## config.mk

```make
export PLATFORM = sky130hd
export DESIGN_NAME = apb_fifo_slave_flat
export DESIGN_NICKNAME = d
export VERILOG_FILES = /design/src/rtl/apb_fifo_pkg.sv /design/src/rtl/apb_fifo_slave_if.sv /design/src/rtl/apb_fifo_mem.sv /design/src/rtl/apb_fifo_slave.sv /design/src/flat_wrapper.sv
export SDC_FILE = /design/constraint.sdc
export NUM_CORES = 1
export LEC_CHECK = 0
export CAP_MARGIN = 20
export CELL_PAD_IN_SITES_DETAIL_PLACEMENT = 0
export CELL_PAD_IN_SITES_GLOBAL_PLACEMENT = 2
export CORE_MARGIN = 2
export CORE_UTILIZATION = 48
export CTS_CLUSTER_DIAMETER = 100
export CTS_CLUSTER_SIZE = 40
export DETAILED_ROUTE_END_ITERATION = 6
export PLACE_DENSITY = 0.81
export RECOVER_POWER = 25
export SYNTH_ARGS = -nofsm -noshare
export SYNTH_HDL_FRONTEND = slang
export SYNTH_HIERARCHICAL = 1
export SYNTH_SLANG_ARGS = --single-unit
```

## constraint.sdc

```tcl
create_clock -name PCLK -period 14.8 [get_ports PCLK]
set_input_delay 2.96 -clock PCLK [delete_from_list [all_inputs] [get_ports PCLK]]
set_output_delay 2.96 -clock PCLK [all_outputs]
set_load 0.05 [all_outputs]
```

## src/rtl/apb_fifo_pkg.sv

```systemverilog
// apb_fifo_pkg: shared FSM state, register offsets and bit positions for the APB FIFO responder
package apb_fifo_pkg;
  typedef enum logic [1:0] {IDLE, WAIT, RESP} state_t;
  localparam logic [1:0] STATUS = 2'd0;
  localparam logic [1:0] WDATA  = 2'd1;
  localparam logic [1:0] RDATA  = 2'd2;
  localparam logic [1:0] CTRL   = 2'd3;
  localparam int ST_EMPTY = 0;
  localparam int ST_FULL  = 1;
  localparam int ST_OVF   = 2;
  localparam int ST_UNF   = 3;
  localparam int ST_CNT   = 8;
  localparam int CTRL_IE  = 0;
  localparam int CTRL_CLR = 1;
endpackage

```

## src/rtl/apb_fifo_slave_if.sv

```systemverilog
// apb_fifo_slave_if: APB completer-side bus bundle with master/slave views
interface apb_fifo_slave_if;
  logic [31:0] PADDR;
  logic [31:0] PWDATA;
  logic [31:0] PRDATA;
  logic        PWRITE;
  logic        PENABLE;
  logic        PSEL;
  logic        PREADY;
  logic        PSLVERR;
  modport master (output PADDR, PWDATA, PWRITE, PENABLE, PSEL, input PRDATA, PREADY, PSLVERR);
  modport slave  (input PADDR, PWDATA, PWRITE, PENABLE, PSEL, output PRDATA, PREADY, PSLVERR);
endinterface

```

## src/rtl/apb_fifo_mem.sv

```systemverilog
// apb_fifo_mem: DEPTH x 32 circular buffer; push/pop ignored when full/empty, clr wins over both
module apb_fifo_mem #(
  parameter int DEPTH = 8
) (
  input  logic                     PCLK,
  input  logic                     PRESETn,
  input  logic                     push,
  input  logic                     pop,
  input  logic                     clr,
  input  logic [31:0]              wdata,
  output logic [31:0]              head,
  output logic [$clog2(DEPTH):0]   count,
  output logic                     full,
  output logic                     empty
);
  localparam int AW = $clog2(DEPTH);
  logic [31:0]   mem [DEPTH];
  logic [AW-1:0] wp, rp;
  logic          do_push, do_pop;
  assign full    = count == (AW+1)'(DEPTH);
  assign empty   = count == '0;
  assign head    = mem[rp];
  assign do_push = push && !full && !clr;
  assign do_pop  = pop && !empty && !clr;
  // storage needs no reset: only entries below count are ever observed
  always_ff @(posedge PCLK) begin
    if (do_push) mem[wp] <= wdata;
  end
  // pointers wrap naturally at DEPTH since DEPTH is a power of two
  always_ff @(posedge PCLK or negedge PRESETn) begin
    if (!PRESETn) begin
      wp    <= '0;
      rp    <= '0;
      count <= '0;
    end else if (clr) begin
      wp    <= '0;
      rp    <= '0;
      count <= '0;
    end else begin
      if (do_push) wp <= wp + 1'b1;
      if (do_pop) rp <= rp + 1'b1;
      count <= count + (AW+1)'(do_push) - (AW+1)'(do_pop);
    end
  end
endmodule

```

## src/rtl/apb_fifo_slave.sv

```systemverilog
// apb_fifo_slave: APB responder with FIFO registers and wait states; APB_FIFO_SLVERR_EN enables PSLVERR
module apb_fifo_slave
  import apb_fifo_pkg::*;
#(
  parameter int DEPTH       = 8,
  parameter int WAIT_CYCLES = 0
) (
  input  logic                PCLK,
  input  logic                PRESETn,
  apb_fifo_slave_if.slave     apb,
  output logic                irq
);
  localparam int W = $clog2(DEPTH) + 1;
  state_t        state, state_nx;
  logic [1:0]    addr_q;
  logic          write_q;
  logic [31:0]   wdata_q;
  logic [3:0]    wait_q;
  logic          ie, ovf, unf;
  logic [W-1:0]  count;
  logic          full, empty;
  logic [31:0]   head, status, rdata_c;
  logic          fire, push, pop, clr, err_c;
  assign status = {{(24-W){1'b0}}, count, 4'b0, unf, ovf, full, empty};
  assign fire   = state == WAIT && apb.PSEL && wait_q == '0 && apb.PENABLE;
  apb_fifo_mem #(.DEPTH(DEPTH)) u_mem (
    .PCLK(PCLK), .PRESETn(PRESETn), .push(push), .pop(pop), .clr(clr),
    .wdata(wdata_q), .head(head), .count(count), .full(full), .empty(empty)
  );
  // state register
  always_ff @(posedge PCLK or negedge PRESETn) begin
    if (!PRESETn) state <= IDLE;
    else state <= state_nx;
  end
  // next state: setup starts a transfer, dropped PSEL aborts it, completion lasts one cycle
  always_comb begin
    state_nx = state;
    case (state)
      IDLE:    state_nx = apb.PSEL && !apb.PENABLE ? WAIT : IDLE;
      WAIT:    state_nx = !apb.PSEL ? IDLE : fire ? RESP : WAIT;
      default: state_nx = IDLE;
    endcase
  end
  // decode the latched transfer into FIFO strobes, read data and error
  always_comb begin
    push    = fire && write_q && addr_q == WDATA;
    pop     = fire && !write_q && addr_q == RDATA;
    clr     = fire && write_q && addr_q == CTRL && wdata_q[CTRL_CLR];
    rdata_c = write_q ? '0 : addr_q == STATUS ? status : addr_q == RDATA ? (empty ? '0 : head) :
              addr_q == CTRL ? {31'b0, ie} : '0;
`ifdef APB_FIFO_SLVERR_EN
    err_c   = fire && ((push && full) || (pop && empty) ||
              (write_q && (addr_q == STATUS || addr_q == RDATA)) || (!write_q && addr_q == WDATA));
`else
    err_c   = 1'b0;
`endif
  end
  // transfer capture, wait countdown, registered response, stickies, IE and irq
  always_ff @(posedge PCLK or negedge PRESETn) begin
    if (!PRESETn) begin
      addr_q      <= '0;
      write_q     <= 1'b0;
      wdata_q     <= '0;
      wait_q      <= '0;
      apb.PREADY  <= 1'b0;
      apb.PRDATA  <= '0;
      apb.PSLVERR <= 1'b0;
      ovf         <= 1'b0;
      unf         <= 1'b0;
      ie          <= 1'b0;
      irq         <= 1'b0;
    end else begin
      if (state == IDLE && apb.PSEL && !apb.PENABLE) begin
        addr_q  <= apb.PADDR[3:2];
        write_q <= apb.PWRITE;
        wdata_q <= apb.PWDATA;
        wait_q  <= 4'(WAIT_CYCLES);
      end else if (state == WAIT && apb.PSEL && wait_q != '0) begin
        wait_q <= wait_q - 1'b1;
      end
      apb.PREADY  <= fire;
      apb.PRDATA  <= fire ? rdata_c : '0;
      apb.PSLVERR <= err_c;
      if (clr) begin
        ovf <= 1'b0;
        unf <= 1'b0;
      end else begin
        if (push && full) ovf <= 1'b1;
        if (pop && empty) unf <= 1'b1;
      end
      if (fire && write_q && addr_q == CTRL) ie <= wdata_q[CTRL_IE];
      irq <= ie && !empty;
    end
  end
endmodule
```

## src/flat_wrapper.sv

```systemverilog
// flat-port wrapper written by rule: the top's interface ports become plain ports
module apb_fifo_slave_flat import apb_fifo_pkg::*;
#(
  parameter int DEPTH       = 8,
  parameter int WAIT_CYCLES = 0
)
  (PCLK, PRESETn, irq, apb_PADDR, apb_PWDATA, apb_PWRITE, apb_PENABLE, apb_PSEL, apb_PRDATA, apb_PREADY, apb_PSLVERR);
  apb_fifo_slave_if apb_i ();
  input  logic PCLK;
  input  logic PRESETn;
  output logic irq;
  input wire logic [$bits(apb_i.PADDR)-1:0] apb_PADDR;
  input wire logic [$bits(apb_i.PWDATA)-1:0] apb_PWDATA;
  input wire logic [$bits(apb_i.PWRITE)-1:0] apb_PWRITE;
  input wire logic [$bits(apb_i.PENABLE)-1:0] apb_PENABLE;
  input wire logic [$bits(apb_i.PSEL)-1:0] apb_PSEL;
  output wire logic [$bits(apb_i.PRDATA)-1:0] apb_PRDATA;
  output wire logic [$bits(apb_i.PREADY)-1:0] apb_PREADY;
  output wire logic [$bits(apb_i.PSLVERR)-1:0] apb_PSLVERR;
  assign apb_i.PADDR = apb_PADDR;
  assign apb_i.PWDATA = apb_PWDATA;
  assign apb_i.PWRITE = apb_PWRITE;
  assign apb_i.PENABLE = apb_PENABLE;
  assign apb_i.PSEL = apb_PSEL;
  assign apb_PRDATA = apb_i.PRDATA;
  assign apb_PREADY = apb_i.PREADY;
  assign apb_PSLVERR = apb_i.PSLVERR;
  apb_fifo_slave #(.DEPTH(DEPTH), .WAIT_CYCLES(WAIT_CYCLES)) u_core (.PCLK(PCLK), .PRESETn(PRESETn), .apb(apb_i), .irq(irq));
endmodule
```

==> impl_table.tex, run 1 <==
\begin{tabular}{lr}
\hline
Metric & Value \\
\hline
\multicolumn{2}{l}{\textbf{Run status}} \\
Outcome & finished, final reports clean \\
\multicolumn{2}{l}{\textbf{Layout}} \\
Number of nets in the final layout & 814 \\
Final-layout fill cell count & 2167 \\
Layout overhead on the synthesized area & 11.78\% \\
Footprint of the multi-input gates & 0.003316 mm2 \\
Fraction of layout cells with a size suffix above 1 & 21.65\% \\
Util after Layout & around 54\% \\
Antenna diode instance count & 0 \\
Post-route standard cell area excluding fillers & 0.01497 mm2 \\
Register cell area after layout & 0.009896 mm2 \\
Finished Layout Cells & 1117 \\
\multicolumn{2}{l}{\textbf{Floorplanning}} \\
Initial Util & 48.48\% \\
Die Outline Area & 0.02926 mm2 \\
Total number of placement rows & 61 \\
Die height & 171.0 um \\
Core Area & 0.02763 mm2 \\
Width of the chip & 171.0 um \\
Count of boundary I/O pins & between 100 and 150 \\
\multicolumn{2}{l}{\textbf{STA}} \\
Fraction of the cycle the final worst path needs & 42.47\% \\
Final number of hold-violating endpoints & 0 \\
Fmax & 159.1 MHz \\
Summed negative setup slack over all endpoints & 0 ns \\
Max Clock Skew & 0.02341 ns \\
RSZ-0062 raised after global routing & false \\
WHS & slightly below 0.5 ns \\
Max-slew violation count & 0 \\
Post-route worst setup slack & 8.515 ns \\
Worst Tran Pin Value & 1.052 ns \\
Crit path time final & 6.285 ns \\
Headroom to the max-slew limit & 29.90\% \\
Count of endpoints failing setup in the final report & 0 \\
\multicolumn{2}{l}{\textbf{Global routing}} \\
Number of global-route vias before repair & 6398 \\
Pin count of the biggest net entering global routing & 58 \\
Aggregate global-route resource usage & approximately 17\% \\
Number of antenna violations at the first check in global routing & 0 \\
Total global routing overflow & 0 \\
Global-route wire length before repair & 37180 um \\
\multicolumn{2}{l}{\textbf{Worst setup path}} \\
Critical register-to-register path startpoint & u\_core/wait\_q[0] \\
Endpoint kind of the worst setup timing path & flip-flop \\
Arrival time reported for the critical path endpoint & 6.43 ns \\
Maximum fanout along the worst path & 28 \\
Required time of the critical path & 14.95 ns \\
Cell depth of the worst flop-to-flop path & 9 \\
Critical path destination & u\_core/u\_mem/mem[0][10] \\
Reg-to-Reg End & u\_core/u\_mem/mem[0][10] \\
Sort of element at the start of the critical path & primary input \\
Worst reg2reg setup slack & about 11 ns \\
Class of the most critical setup path & primary input to flip-flop \\
Critical Path Start & apb\_PENABLE \\
\multicolumn{2}{l}{\textbf{Place}} \\
Cell count after placement & 1096 \\
Post-placement setup slack & 7.849 ns \\
Number of buffers inserted by port buffering & 72 \\
Post-DP HPWL & around 14000 um \\
Final weighted congestion in routability-driven placement & 0.7542 \\
DP Area & 0.01455 mm2 \\
\multicolumn{2}{l}{\textbf{Logic synthesis}} \\
Proportion of register bits with asynchronous set or reset after synthesis & between 20\% and 30\% \\
Synth area leader & sky130\_fd\_sc\_hd\_\_edfxtp\_1 \\
Top FF cell, synth & sky130\_fd\_sc\_hd\_\_edfxtp\_1 \\
Yosys warnings & 6 \\
Main area contributors after synthesis & sky130\_fd\_sc\_hd\_\_edfxtp\_1 57\%, sky130\_fd\_sc\_hd\_\_dfrtp\_1 16\%, sky130\_fd\_sc\_hd\_\_mux4\_2 6.9\% \\
Number of synthesized flops with an enable pin & 256 \\
Most frequent cells after synthesis & 256 x sky130\_fd\_sc\_hd\_\_edfxtp\_1, 88 x sky130\_fd\_sc\_hd\_\_dfrtp\_1, 65 x sky130\_fd\_sc\_hd\_\_mux2\_2 \\
Proportion of synthesized chip area in sequential cells & 73.83\% \\
Top-count cell post-synth & sky130\_fd\_sc\_hd\_\_edfxtp\_1 \\
Synthesized netlist net count & 740 \\
Cells after Synth & 660 \\
Total standard cell area after synthesis & between 0.01 and 0.015 mm2 \\
Total of flip-flops plus latches after synthesis & 344 \\
Cell variety after synth & 53 \\
Post-synthesis area per instance & 20.29 um2 \\
Share of Yosys cell area claimed by the top area cell type & 57.39\% \\
\multicolumn{2}{l}{\textbf{Clock network}} \\
CTS max path bufs & 3 \\
Total of hold buffers inserted after clock tree synthesis & 0 \\
Maximum level of the CTS H-tree & 1 \\
CTS sink cnt & 344 \\
Buffers inserted during post-CTS setup optimization & 0 \\
Clock root buffer & sky130\_fd\_sc\_hd\_\_clkbuf\_16 \\
Number of buffers added by the clock tree synthesis step & 13 \\
Reg clk slew, reported paths & 0.12 ns \\
Worst skew pair latency & just over 0.5 ns \\
TritonCTS clock tree & done \\
Post-CTS Resized & 0 \\
\multicolumn{2}{l}{\textbf{Power and ir drop}} \\
Power density over cell area & between 100 and 150 mW/mm2 \\
Power share of the combinational group & a little under an eighth \\
Switching power & 0.4995 mW \\
Static Leak & 5.038 nW \\
Worst IR drop on VDD & 71.32 uV \\
Part of the total power dissipated in sequential elements & 64.8\% \\
Share of total power consumed by net switching & 25.47\% \\
Clock network fraction of total power & a little under a quarter \\
Sum of internal, switching and leakage power & 1.961 mW \\
Internal portion of total power & 1.462 mW \\
\multicolumn{2}{l}{\textbf{Drt}} \\
Post-DRT Antenna Nets & 0 \\
Initial detailed-routing violation count & 580 \\
Final routed DRC violation total & 0 \\
Routed WL per cell & around 22 um \\
Via count of the routed design & a little over 6000 \\
Routed vias/inst & 5.477 \\
Post-Route WL & 24230 um \\
Count of TritonRoute iterations in the first routing pass & 4 \\
\multicolumn{2}{l}{\textbf{Run}} \\
Number of max-capacitance violations reported & 0 \\
\multicolumn{2}{l}{\textbf{Hold path}} \\
Hold Crit Depth & 1 \\
Path category of the worst min-delay check & flip-flop to flip-flop \\
\hline
\end{tabular}
## final cells by class
class                      count  share of cell area, %
clock buffer                  15                  2.223
clock inverter                 5                 0.5014
inverter                      10                 0.2507
multi-input combinational    277                  22.15
sequential                   344                  66.10
tap                          378                  3.159
timing repair buffer          88                  5.624
## cell families (layout without fill, tap and decap cells)
logic type               Yosys count  count (layout)  synth area share (%)
XOR/XNOR                           1               1               0.06540
other                              1               1               0.02800
buffers and inverters             39             118                 1.868
adder cells (fa/ha/maj)           11              11                 1.084
flip-flops                       344             344                 73.83
multiplexers                     135             135                 17.35
AO/OA/AOI/OAI                     28              28                 1.383
AND/OR/NAND/NOR                  101             101                 4.391
## worst max-delay path, stage by stage
cell                              delay (ns)
sky130_fd_sc_hd__clkdlybuf4s50_1        0.52
sky130_fd_sc_hd__nand4b_1               0.37
sky130_fd_sc_hd__or3_1                  0.52
sky130_fd_sc_hd__nor2_1                 0.26
sky130_fd_sc_hd__inv_1                  0.13
sky130_fd_sc_hd__or4_1                  0.68
sky130_fd_sc_hd__nor3_2                 0.44
sky130_fd_sc_hd__buf_4                  0.52
## registers in the layout (all words and copies together) (netlist names)
signal and cells:
u_core/write_q 1, u_core/apb.PRDATA 32, u_core/wdata_q 32, u_core/ie 1
u_core/unf 1, u_core/addr_q 2, u_core/u_mem/wp 3, u_core/irq 1
u_core/ovf 1, u_core/u_mem/count 4, u_core/state 2, u_core/wait_q 4
u_core/u_mem/rp 3, u_core/u_mem/mem 256, u_core/apb.PREADY 1
## worst min path at each step
stage                        to             start  slack, ns
4_1_cts        u_core/wait_q[3]  u_core/wait_q[3]       0.49
5_1_grt        u_core/wait_q[3]  u_core/wait_q[3]       0.50
3_3_place_gp   u_core/wait_q[3]  u_core/wait_q[3]       0.45
6_report       u_core/wait_q[3]  u_core/wait_q[3]       0.48
3_5_place_dp   u_core/wait_q[3]  u_core/wait_q[3]       0.47
2_1_floorplan  u_core/wait_q[3]  u_core/wait_q[3]       0.44
## power groups by stage
stage	clock network, mW	logic [mW]	registers [mW]
after CTS	0.473	0.235	1.27
after global placement	0	0.225	1.28
after detailed placement	0	0.233	1.30
after global routing	0.506	0.254	1.29
after floorplan	0	0.194	1.24
final	0.457	0.233	1.27
## routing by layer
metal  share of wire [%]  routed length, um  up-vias  GRT usage [%]
met3                 2.8                684       25          1.666
met5                   0                  0        -              0
met1                  42              10270     3256          22.13
met2                  53              12880       97          31.21
met4                 1.6                394        0          3.758
li1                    -                  -     2740              -
## cells in the final DEF (no fill, tap or decap), types with 9 or more instances in the layout
cell	synthesis	routed
sky130_fd_sc_hd__and2_1	25	25
sky130_fd_sc_hd__buf_4	1	16
sky130_fd_sc_hd__clkbuf_16	0	13
sky130_fd_sc_hd__clkdlybuf4s50_1	0	71
sky130_fd_sc_hd__dfrtp_1	88	85
sky130_fd_sc_hd__edfxtp_1	256	256
sky130_fd_sc_hd__ha_1	10	10
sky130_fd_sc_hd__inv_1	9	9
sky130_fd_sc_hd__mux2_2	65	65
sky130_fd_sc_hd__mux4_1	23	23
sky130_fd_sc_hd__mux4_2	41	41
sky130_fd_sc_hd__nand2_1	13	13
sky130_fd_sc_hd__nor2_1	19	13
(Power assumes the default switching activity.)
==> run 2, diff against run 1 <==
--- a/config.mk
+++ b/config.mk
@@ -9,11 +9,11 @@
 export CELL_PAD_IN_SITES_DETAIL_PLACEMENT = 0
 export CELL_PAD_IN_SITES_GLOBAL_PLACEMENT = 2
 export CORE_MARGIN = 2
-export CORE_UTILIZATION = 48
+export CORE_UTILIZATION = 41
 export CTS_CLUSTER_DIAMETER = 100
 export CTS_CLUSTER_SIZE = 40
 export DETAILED_ROUTE_END_ITERATION = 6
-export PLACE_DENSITY = 0.81
+export PLACE_DENSITY = 0.73
 export RECOVER_POWER = 25
 export SYNTH_ARGS = -nofsm -noshare
 export SYNTH_HDL_FRONTEND = slang
==> constraint.sdc (replaced) <==
create_clock -name PCLK -period 5.4 [get_ports PCLK]
set_input_delay 1.08 -clock PCLK [delete_from_list [all_inputs] [get_ports PCLK]]
set_output_delay 1.08 -clock PCLK [all_outputs]
set_load 0.05 [all_outputs]
==> impl_table.tex, run 2 (same netlist as run 1, synthesis figures left out) <==
\begin{tabular}{lr}
\hline
Metric & Value \\
\hline
\multicolumn{2}{l}{\textbf{Layout}} \\
Final-layout fill cell count & 2787 (was 2167) \\
Commonest non-fill, non-tap cells in the layout & 256 x sky130\_fd\_sc\_hd\_\_edfxtp\_1, 85 x sky130\_fd\_sc\_hd\_\_dfrtp\_1, 71 x sky130\_fd\_sc\_hd\_\_clkdlybuf4s50\_1, 65 x sky130\_fd\_sc\_hd\_\_mux2\_2, 41 x sky130\_fd\_sc\_hd\_\_mux4\_2 (unchanged) \\
Leading cell type in the layout, fill and taps excluded & sky130\_fd\_sc\_hd\_\_edfxtp\_1 (unchanged) \\
Largest registers & u\_core/u\_mem/mem x256, u\_core/apb.PRDATA x32, u\_core/wdata\_q x32 (unchanged) \\
Fraction of layout cells with a size suffix above 1 & 22.22\% (was 21.65\%) \\
Post-route standard cell area excluding fillers & 0.01513 mm2 (was 0.01497 mm2) \\
Register name with the most flops & u\_core/u\_mem/mem (unchanged) \\
Footprint of the multi-input gates & 0.003316 mm2 (unchanged) \\
Largest register FFs & 256 (unchanged) \\
Number of nets in the final layout & 820 (was 814) \\
Register cell area after layout & 0.009896 mm2 (unchanged) \\
Finished Layout Cells & 1190 (was 1117) \\
Layout overhead on the synthesized area & 12.93\% (was 11.78\%) \\
\multicolumn{2}{l}{\textbf{Global routing}} \\
Global routing usage on met2 & 26.74\% (was 31.21\%) \\
GR peak layer & met2 (unchanged) \\
Aggregate global-route resource usage & 15.15\% (was 17.04\%) \\
Pin count of the biggest net entering global routing & 56 (was 58) \\
Number of global-route vias before repair & 6574 (was 6398) \\
Met3 capacity usage during global routing & 1.818\% (was 1.666\%) \\
Met1 usage & 20.40\% (was 22.13\%) \\
Total global routing overflow & 0 (unchanged) \\
Global-route wire length before repair & 38800 um (was 37180 um) \\
Number of antenna violations at the first check in global routing & 0 (unchanged) \\
\multicolumn{2}{l}{\textbf{Place}} \\
Cell count after placement & 1167 (was 1096) \\
DP Area & 0.01471 mm2 (was 0.01455 mm2) \\
Number of buffers inserted by port buffering & 72 (unchanged) \\
Post-DP HPWL & 15140 um (was 13920 um) \\
Final weighted congestion in routability-driven placement & 0.7131 (was 0.7542) \\
Post-placement setup slack & 0.9248 ns (was 7.849 ns) \\
\multicolumn{2}{l}{\textbf{Drt}} \\
Final routed DRC violation total & 0 (unchanged) \\
Via count of the routed design & 6182 (was 6118) \\
Initial detailed-routing violation count & 425 (was 580) \\
Post-DRT Antenna Nets & 0 (unchanged) \\
Count of TritonRoute iterations in the first routing pass & 4 (unchanged) \\
Routed vias/inst & 5.195 (was 5.477) \\
Post-Route WL & 25140 um (was 24230 um) \\
Routed WL per cell & 21.13 um (was 21.69 um) \\
\multicolumn{2}{l}{\textbf{Power and ir drop}} \\
Worst IR drop on VDD & 189.8 uV (was 71.32 uV) \\
Power density over cell area & 356.3 mW/mm2 (was 131.0 mW/mm2) \\
Static Leak & 5.078 nW (was 5.038 nW) \\
\multicolumn{2}{l}{\textbf{STA}} \\
Headroom to the max-slew limit & 34.22\% (was 29.90\%) \\
Worst Tran Pin Value & 0.9845 ns (was 1.052 ns) \\
Post-route worst setup slack & 1.503 ns (was 8.515 ns) \\
Final number of hold-violating endpoints & 0 (unchanged) \\
Fraction of the cycle the final worst path needs & just over 70\% \\
WHS & 0.4845 ns (was 0.4805 ns) \\
Summed negative setup slack over all endpoints & 0 ns (unchanged) \\
Crit path time final & 3.897 ns \\
Count of endpoints failing setup in the final report & 0 (unchanged) \\
Fmax & 256.6 MHz \\
Max-slew violation count & 0 (unchanged) \\
Max Clock Skew & 0.05775 ns (was 0.02341 ns) \\
RSZ-0062 raised after global routing & false (unchanged) \\
\multicolumn{2}{l}{\textbf{Clock network}} \\
Total of hold buffers inserted after clock tree synthesis & 0 (unchanged) \\
CTS sink cnt & 344 (unchanged) \\
Reg clk slew, reported paths & 0.12 ns (about the same) \\
TritonCTS clock tree & done (unchanged) \\
Maximum level of the CTS H-tree & 1 (unchanged) \\
Post-CTS Resized & 0 (unchanged) \\
CTS max path bufs & 3 (unchanged) \\
Clock root buffer & sky130\_fd\_sc\_hd\_\_clkbuf\_16 (unchanged) \\
Buffers inserted during post-CTS setup optimization & 0 (unchanged) \\
Number of buffers added by the clock tree synthesis step & 13 (unchanged) \\
Worst skew pair latency & 0.53 ns (was 0.51 ns) \\
\multicolumn{2}{l}{\textbf{Floorplanning}} \\
Core Area & 0.03237 mm2 (was 0.02763 mm2) \\
Total number of placement rows & 66 (was 61) \\
Die height & 184.7 um (was 171.0 um) \\
Die Outline Area & 0.03413 mm2 (was 0.02926 mm2) \\
Width of the chip & 184.7 um (was 171.0 um) \\
Initial Util & 41.38\% (was 48.48\%) \\
Count of boundary I/O pins & 104 (unchanged) \\
\multicolumn{2}{l}{\textbf{Worst setup path}} \\
Sort of element at the start of the critical path & primary input (unchanged) \\
Required time of the critical path & 5.61 ns (was 14.95 ns) \\
Cell depth of the worst flop-to-flop path & 9 (unchanged) \\
Arrival time reported for the critical path endpoint & 4.11 ns (was 6.43 ns) \\
Class of the most critical setup path & primary input to flip-flop (unchanged) \\
Maximum fanout along the worst path & 14 (was 28) \\
Critical Path Start & apb\_PENABLE (unchanged) \\
Endpoint kind of the worst setup timing path & flip-flop (unchanged) \\
Critical register-to-register path startpoint & u\_core/wait\_q[0] (unchanged) \\
\multicolumn{2}{l}{\textbf{Hold path}} \\
Path category of the worst min-delay check & flip-flop to flip-flop (unchanged) \\
Hold Crit Depth & 1 (unchanged) \\
Hold Path Origin & u\_core/wait\_q[3] (unchanged) \\
\multicolumn{2}{l}{\textbf{Run status}} \\
Outcome & finished, final reports clean (unchanged) \\
\multicolumn{2}{l}{\textbf{Run}} \\
Number of max-capacitance violations reported & 0 (unchanged) \\
\hline
\end{tabular}
[run 2: worst max-delay path, stage by stage]
cell,delay (ns)
sky130_fd_sc_hd__clkdlybuf4s50_1,0.52
sky130_fd_sc_hd__nand4b_1,0.12
sky130_fd_sc_hd__buf_4,0.19
sky130_fd_sc_hd__or3_1,0.41
sky130_fd_sc_hd__nor2_1,0.23
sky130_fd_sc_hd__inv_1,0.12
sky130_fd_sc_hd__or4_1,0.68
sky130_fd_sc_hd__nor2_4,0.39
sky130_fd_sc_hd__buf_4,0.35
[run 2: per-layer routing]
metal / vias to the layer above / share of wire (%)
met2: 116 / 51
li1: 2759 / -
met3: 22 / 3.2
met1: 3285 / 44
met4: 0 / 1.8
met5: - / 0
[run 2: per-stage QoR]
step | power (mW) | util (%)
finish | 5.389 | 46.73
global route | 5.631 | 46.72
CTS | 5.465 | 46.72
detailed placement | 4.199 | 45.44
global placement | 4.143 | 45.44
floorplan | 3.936 | -
[run 2: path summary, 6_finish.rpt]
kind                                                to  slack [ns]
worst max-delay path            u_core/u_mem/mem[6][7]        1.50
worst min-delay path                  u_core/wait_q[3]        0.48
worst max register to register  u_core/u_mem/mem[6][7]        1.73
worst min register to register        u_core/wait_q[3]        0.48
max in group asynchronous           u_core/wdata_q[15]        3.76
min in group asynchronous        u_core/apb.PRDATA[15]        0.59
[run 2: area by class of cell]
cell class                      count  area share [%]
Timing Repair Buffer               94           6.005
Inverter                           10          0.2482
Clock inverter                      5          0.4798
Sequential cell                   344           65.42
Tap cell                          442           3.656
Clock buffer                       17           2.250
Multi-Input combinational cell    277           21.92
Antenna cell                        1         0.01654
[run 2: power by group]
part           leakage (nW)  internal (mW)  switching (mW)
Sequential             3.43           3.17           0.268
Clock                 0.197          0.482           0.785
Combinational          1.46          0.356           0.325
Total                  5.08           4.01            1.38
==> run 3, diff against run 2 <==
--- a/config.mk
+++ b/config.mk
@@ -9,11 +9,11 @@
 export CELL_PAD_IN_SITES_DETAIL_PLACEMENT = 0
 export CELL_PAD_IN_SITES_GLOBAL_PLACEMENT = 2
 export CORE_MARGIN = 2
-export CORE_UTILIZATION = 41
+export CORE_UTILIZATION = 45
 export CTS_CLUSTER_DIAMETER = 100
 export CTS_CLUSTER_SIZE = 40
 export DETAILED_ROUTE_END_ITERATION = 6
-export PLACE_DENSITY = 0.73
+export PLACE_DENSITY = 0.76
 export RECOVER_POWER = 25
 export SYNTH_ARGS = -nofsm -noshare
 export SYNTH_HDL_FRONTEND = slang
==> constraint.sdc (replaced) <==
create_clock -name PCLK -period 3.75 [get_ports PCLK]
set_input_delay 0.75 -clock PCLK [delete_from_list [all_inputs] [get_ports PCLK]]
set_output_delay 0.75 -clock PCLK [all_outputs]
set_load 0.05 [all_outputs]
==> impl_table.tex, run 3 (same netlist as run 1, synthesis figures left out) <==
\begin{tabular}{lr}
\hline
Metric & Value \\
\hline
\multicolumn{2}{l}{\textbf{Floorplanning}} \\
Core Area & 0.02948 mm2 (was 0.03237 mm2) \\
Count of boundary I/O pins & 104 (unchanged) \\
Die height & 176.5 um (was 184.7 um) \\
Initial Util & 45.43\% (was 41.38\%) \\
Die Outline Area & 0.03116 mm2 (was 0.03413 mm2) \\
Total number of placement rows & 63 (was 66) \\
Width of the chip & 176.5 um (was 184.7 um) \\
\multicolumn{2}{l}{\textbf{Clock network}} \\
Clock root buffer & sky130\_fd\_sc\_hd\_\_clkbuf\_16 (unchanged) \\
Total of hold buffers inserted after clock tree synthesis & 0 (unchanged) \\
Buffers inserted during post-CTS setup optimization & 0 (unchanged) \\
Worst skew pair latency & 0.52 ns (was 0.53 ns) \\
CTS max path bufs & 3 (unchanged) \\
TritonCTS clock tree & done (unchanged) \\
Maximum level of the CTS H-tree & 1 (unchanged) \\
Post-CTS Resized & 0 (unchanged) \\
Number of buffers added by the clock tree synthesis step & 14 (was 13) \\
CTS sink cnt & 344 (unchanged) \\
Reg clk slew, reported paths & 0.12 ns (about the same) \\
\multicolumn{2}{l}{\textbf{Global routing}} \\
Pin count of the biggest net entering global routing & 57 (was 56) \\
Aggregate global-route resource usage & 15.89\% (was 15.15\%) \\
Number of global-route vias before repair & 6575 (was 6574) \\
Number of antenna violations at the first check in global routing & 1 (was 0) \\
Total global routing overflow & 0 (unchanged) \\
Global-route wire length before repair & 37650 um (was 38800 um) \\
\multicolumn{2}{l}{\textbf{Drt}} \\
Via count of the routed design & 6153 (was 6182) \\
Routed WL per cell & 20.75 um (was 21.13 um) \\
Initial detailed-routing violation count & 415 (was 425) \\
Post-DRT Antenna Nets & 0 (unchanged) \\
Post-Route WL & 23930 um (was 25140 um) \\
Routed vias/inst & 5.337 (was 5.195) \\
Count of TritonRoute iterations in the first routing pass & 4 (unchanged) \\
Final routed DRC violation total & 0 (unchanged) \\
\multicolumn{2}{l}{\textbf{Power and ir drop}} \\
Sum of internal, switching and leakage power & 7.949 mW (was 5.389 mW) \\
Clock network fraction of total power & 25.0\% (was 23.5\%) \\
Power density over cell area & 519.9 mW/mm2 (was 356.3 mW/mm2) \\
Internal portion of total power & 5.906 mW (was 4.011 mW) \\
Worst IR drop on VDD & 431.0 uV (was 189.8 uV) \\
Share of total power consumed by net switching & 25.70\% (was 25.57\%) \\
Part of the total power dissipated in sequential elements & 62.3\% (was 63.9\%) \\
Static Leak & 5.179 nW (was 5.078 nW) \\
Switching power & 2.043 mW (was 1.378 mW) \\
Power share of the combinational group & 12.7\% (was 12.6\%) \\
\multicolumn{2}{l}{\textbf{STA}} \\
Crit path time final & 3.416 ns \\
Headroom to the max-slew limit & 28.69\% (was 34.22\%) \\
Final number of hold-violating endpoints & 0 (unchanged) \\
RSZ-0062 raised after global routing & false (unchanged) \\
Count of endpoints failing setup in the final report & 0 (unchanged) \\
WHS & 0.2899 ns (was 0.4845 ns) \\
Summed negative setup slack over all endpoints & 0 ns (unchanged) \\
Max Clock Skew & 0.04599 ns (was 0.05775 ns) \\
Worst Tran Pin Value & 1.070 ns (was 0.9845 ns) \\
Fraction of the cycle the final worst path needs & 91.08\% \\
Fmax & 292.8 MHz \\
Post-route worst setup slack & 0.3344 ns (was 1.503 ns) \\
Max-slew violation count & 0 (unchanged) \\
\multicolumn{2}{l}{\textbf{Layout}} \\
Number of nets in the final layout & 835 (was 820) \\
Antenna diode instance count & 0 (was 1) \\
Largest register FFs & 256 (unchanged) \\
Util after Layout & 51.87\% (was 46.73\%) \\
Register name with the most flops & u\_core/u\_mem/mem (unchanged) \\
Layout overhead on the synthesized area & 14.16\% (was 12.93\%) \\
Fraction of layout cells with a size suffix above 1 & 24.12\% (was 22.22\%) \\
Largest registers & u\_core/u\_mem/mem x256, u\_core/apb.PRDATA x32, u\_core/wdata\_q x32 (unchanged) \\
Leading cell type in the layout, fill and taps excluded & sky130\_fd\_sc\_hd\_\_edfxtp\_1 (unchanged) \\
Commonest non-fill, non-tap cells in the layout & 256 x sky130\_fd\_sc\_hd\_\_edfxtp\_1, 85 x sky130\_fd\_sc\_hd\_\_dfrtp\_1, 71 x sky130\_fd\_sc\_hd\_\_clkdlybuf4s50\_1, 65 x sky130\_fd\_sc\_hd\_\_mux2\_2, 41 x sky130\_fd\_sc\_hd\_\_mux4\_2 (unchanged) \\
\multicolumn{2}{l}{\textbf{Place}} \\
Post-placement setup slack & -0.03134 ns (was 0.9248 ns) \\
Post-DP HPWL & 14500 um (was 15140 um) \\
Final weighted congestion in routability-driven placement & 0.7404 (was 0.7131) \\
Number of buffers inserted by port buffering & 72 (unchanged) \\
\multicolumn{2}{l}{\textbf{Run}} \\
Number of max-capacitance violations reported & 0 (unchanged) \\
\multicolumn{2}{l}{\textbf{Run status}} \\
Outcome & finished, final reports clean (unchanged) \\
\multicolumn{2}{l}{\textbf{Worst setup path}} \\
Arrival time reported for the critical path endpoint & 3.59 ns (was 4.11 ns) \\
Maximum single-stage delay on the critical path & 0.68 ns (about the same) \\
Cell with the largest stage delay on the worst path & sky130\_fd\_sc\_hd\_\_or4\_1 (unchanged) \\
Maximum fanout along the worst path & 32 (was 14) \\
Critical register-to-register path startpoint & u\_core/wait\_q[0] (unchanged) \\
Most common cell on crit path & sky130\_fd\_sc\_hd\_\_inv\_1 (was sky130\_fd\_sc\_hd\_\_buf\_4) \\
Endpoint kind of the worst setup timing path & flip-flop (unchanged) \\
Critical Path Start & u\_core/wait\_q[0] (was apb\_PENABLE) \\
Class of the most critical setup path & flip-flop to flip-flop (was primary input to flip-flop) \\
Series of cell instances along the critical path & inv\_1, ha\_1, or3b\_4, or3\_1, nor2\_1, inv\_1, buf\_4, or4\_1, nor3\_4, buf\_12 (was clkdlybuf4s50\_1, nand4b\_1, buf\_4, or3\_1, nor2\_1, inv\_1, or4\_1, nor2\_4, buf\_4) \\
Sort of element at the start of the critical path & flip-flop (was primary input) \\
Required time of the critical path & 3.92 ns (was 5.61 ns) \\
\multicolumn{2}{l}{\textbf{Hold path}} \\
Path category of the worst min-delay check & primary input to async pin (was flip-flop to flip-flop) \\
\hline
\end{tabular}
==> run 3: cell count changes in the layout (fill, tap and decap cells not counted), sizes merged <==
cell	change
clkinvlp	+1
clkinv	+1
diode	-1
buf	+14
==> run 3: stage by stage <==
step                area (um2)  instances
CTS                      15290       1153
detailed placement       14800       1129
global route             15290       1153
global placement         14800       1129
floorplan                13400        660
finish                   15290       1153
==> run 3: critical path: cells and delay by family, from the launching register on <==
family                   cells  cell delay, ns
AND/OR/NAND/NOR              5            1.92
buffers and inverters        4            0.62
flip-flops                   1            0.40
adder cells (fa/ha/maj)      1            0.16
==> run 3: area by class of cell <==
type                    instances  area [um2]
multi-input cells             277        3328
clock inverters                 7       107.6
flip-flops and latches        344        9896
repair buffers                108        1051
well taps                     390       488.0
inverters                      10       37.54
fillers                      2364       14190
clock buffers                  17       382.9
==> run 3: layer usage <==
metal  up-vias  part of all wire (%)  GRT usage (%)
li1       2797                     -              -
met2        82                    52          27.83
met3        17                   3.0          1.852
met4         0                   1.1          3.030
met1      3257                    44          21.71
met5         -                     0              0
==> run 3: path summary, 6_finish.rpt <==
kind                                      endpoint  slack, ns  cells past startpoint
hold / removal               u_core/apb.PRDATA[20]       0.29                      1
setup / recovery           u_core/u_mem/mem[0][12]       0.33                     10
setup reg to reg           u_core/u_mem/mem[0][12]       0.33                     10
max in group asynchronous        u_core/wdata_q[2]       2.82                      2
hold reg to reg                   u_core/wait_q[3]       0.48                      1
min in group PCLK                 u_core/wait_q[3]       0.48                      1
==> run 3: power groups by stage <==
| stage | clock [mW] | combinational [mW] | sequential, mW |
|---|---|---|---|
| floorplan | 0 | 0.767 | 4.90 |
| global placement | 0 | 0.993 | 5.01 |
| detailed placement | 0 | 1.02 | 5.05 |
| CTS | 2.07 | 1.03 | 4.97 |
| global route | 2.18 | 1.11 | 5.03 |
| finish | 1.99 | 1.01 | 4.96 |
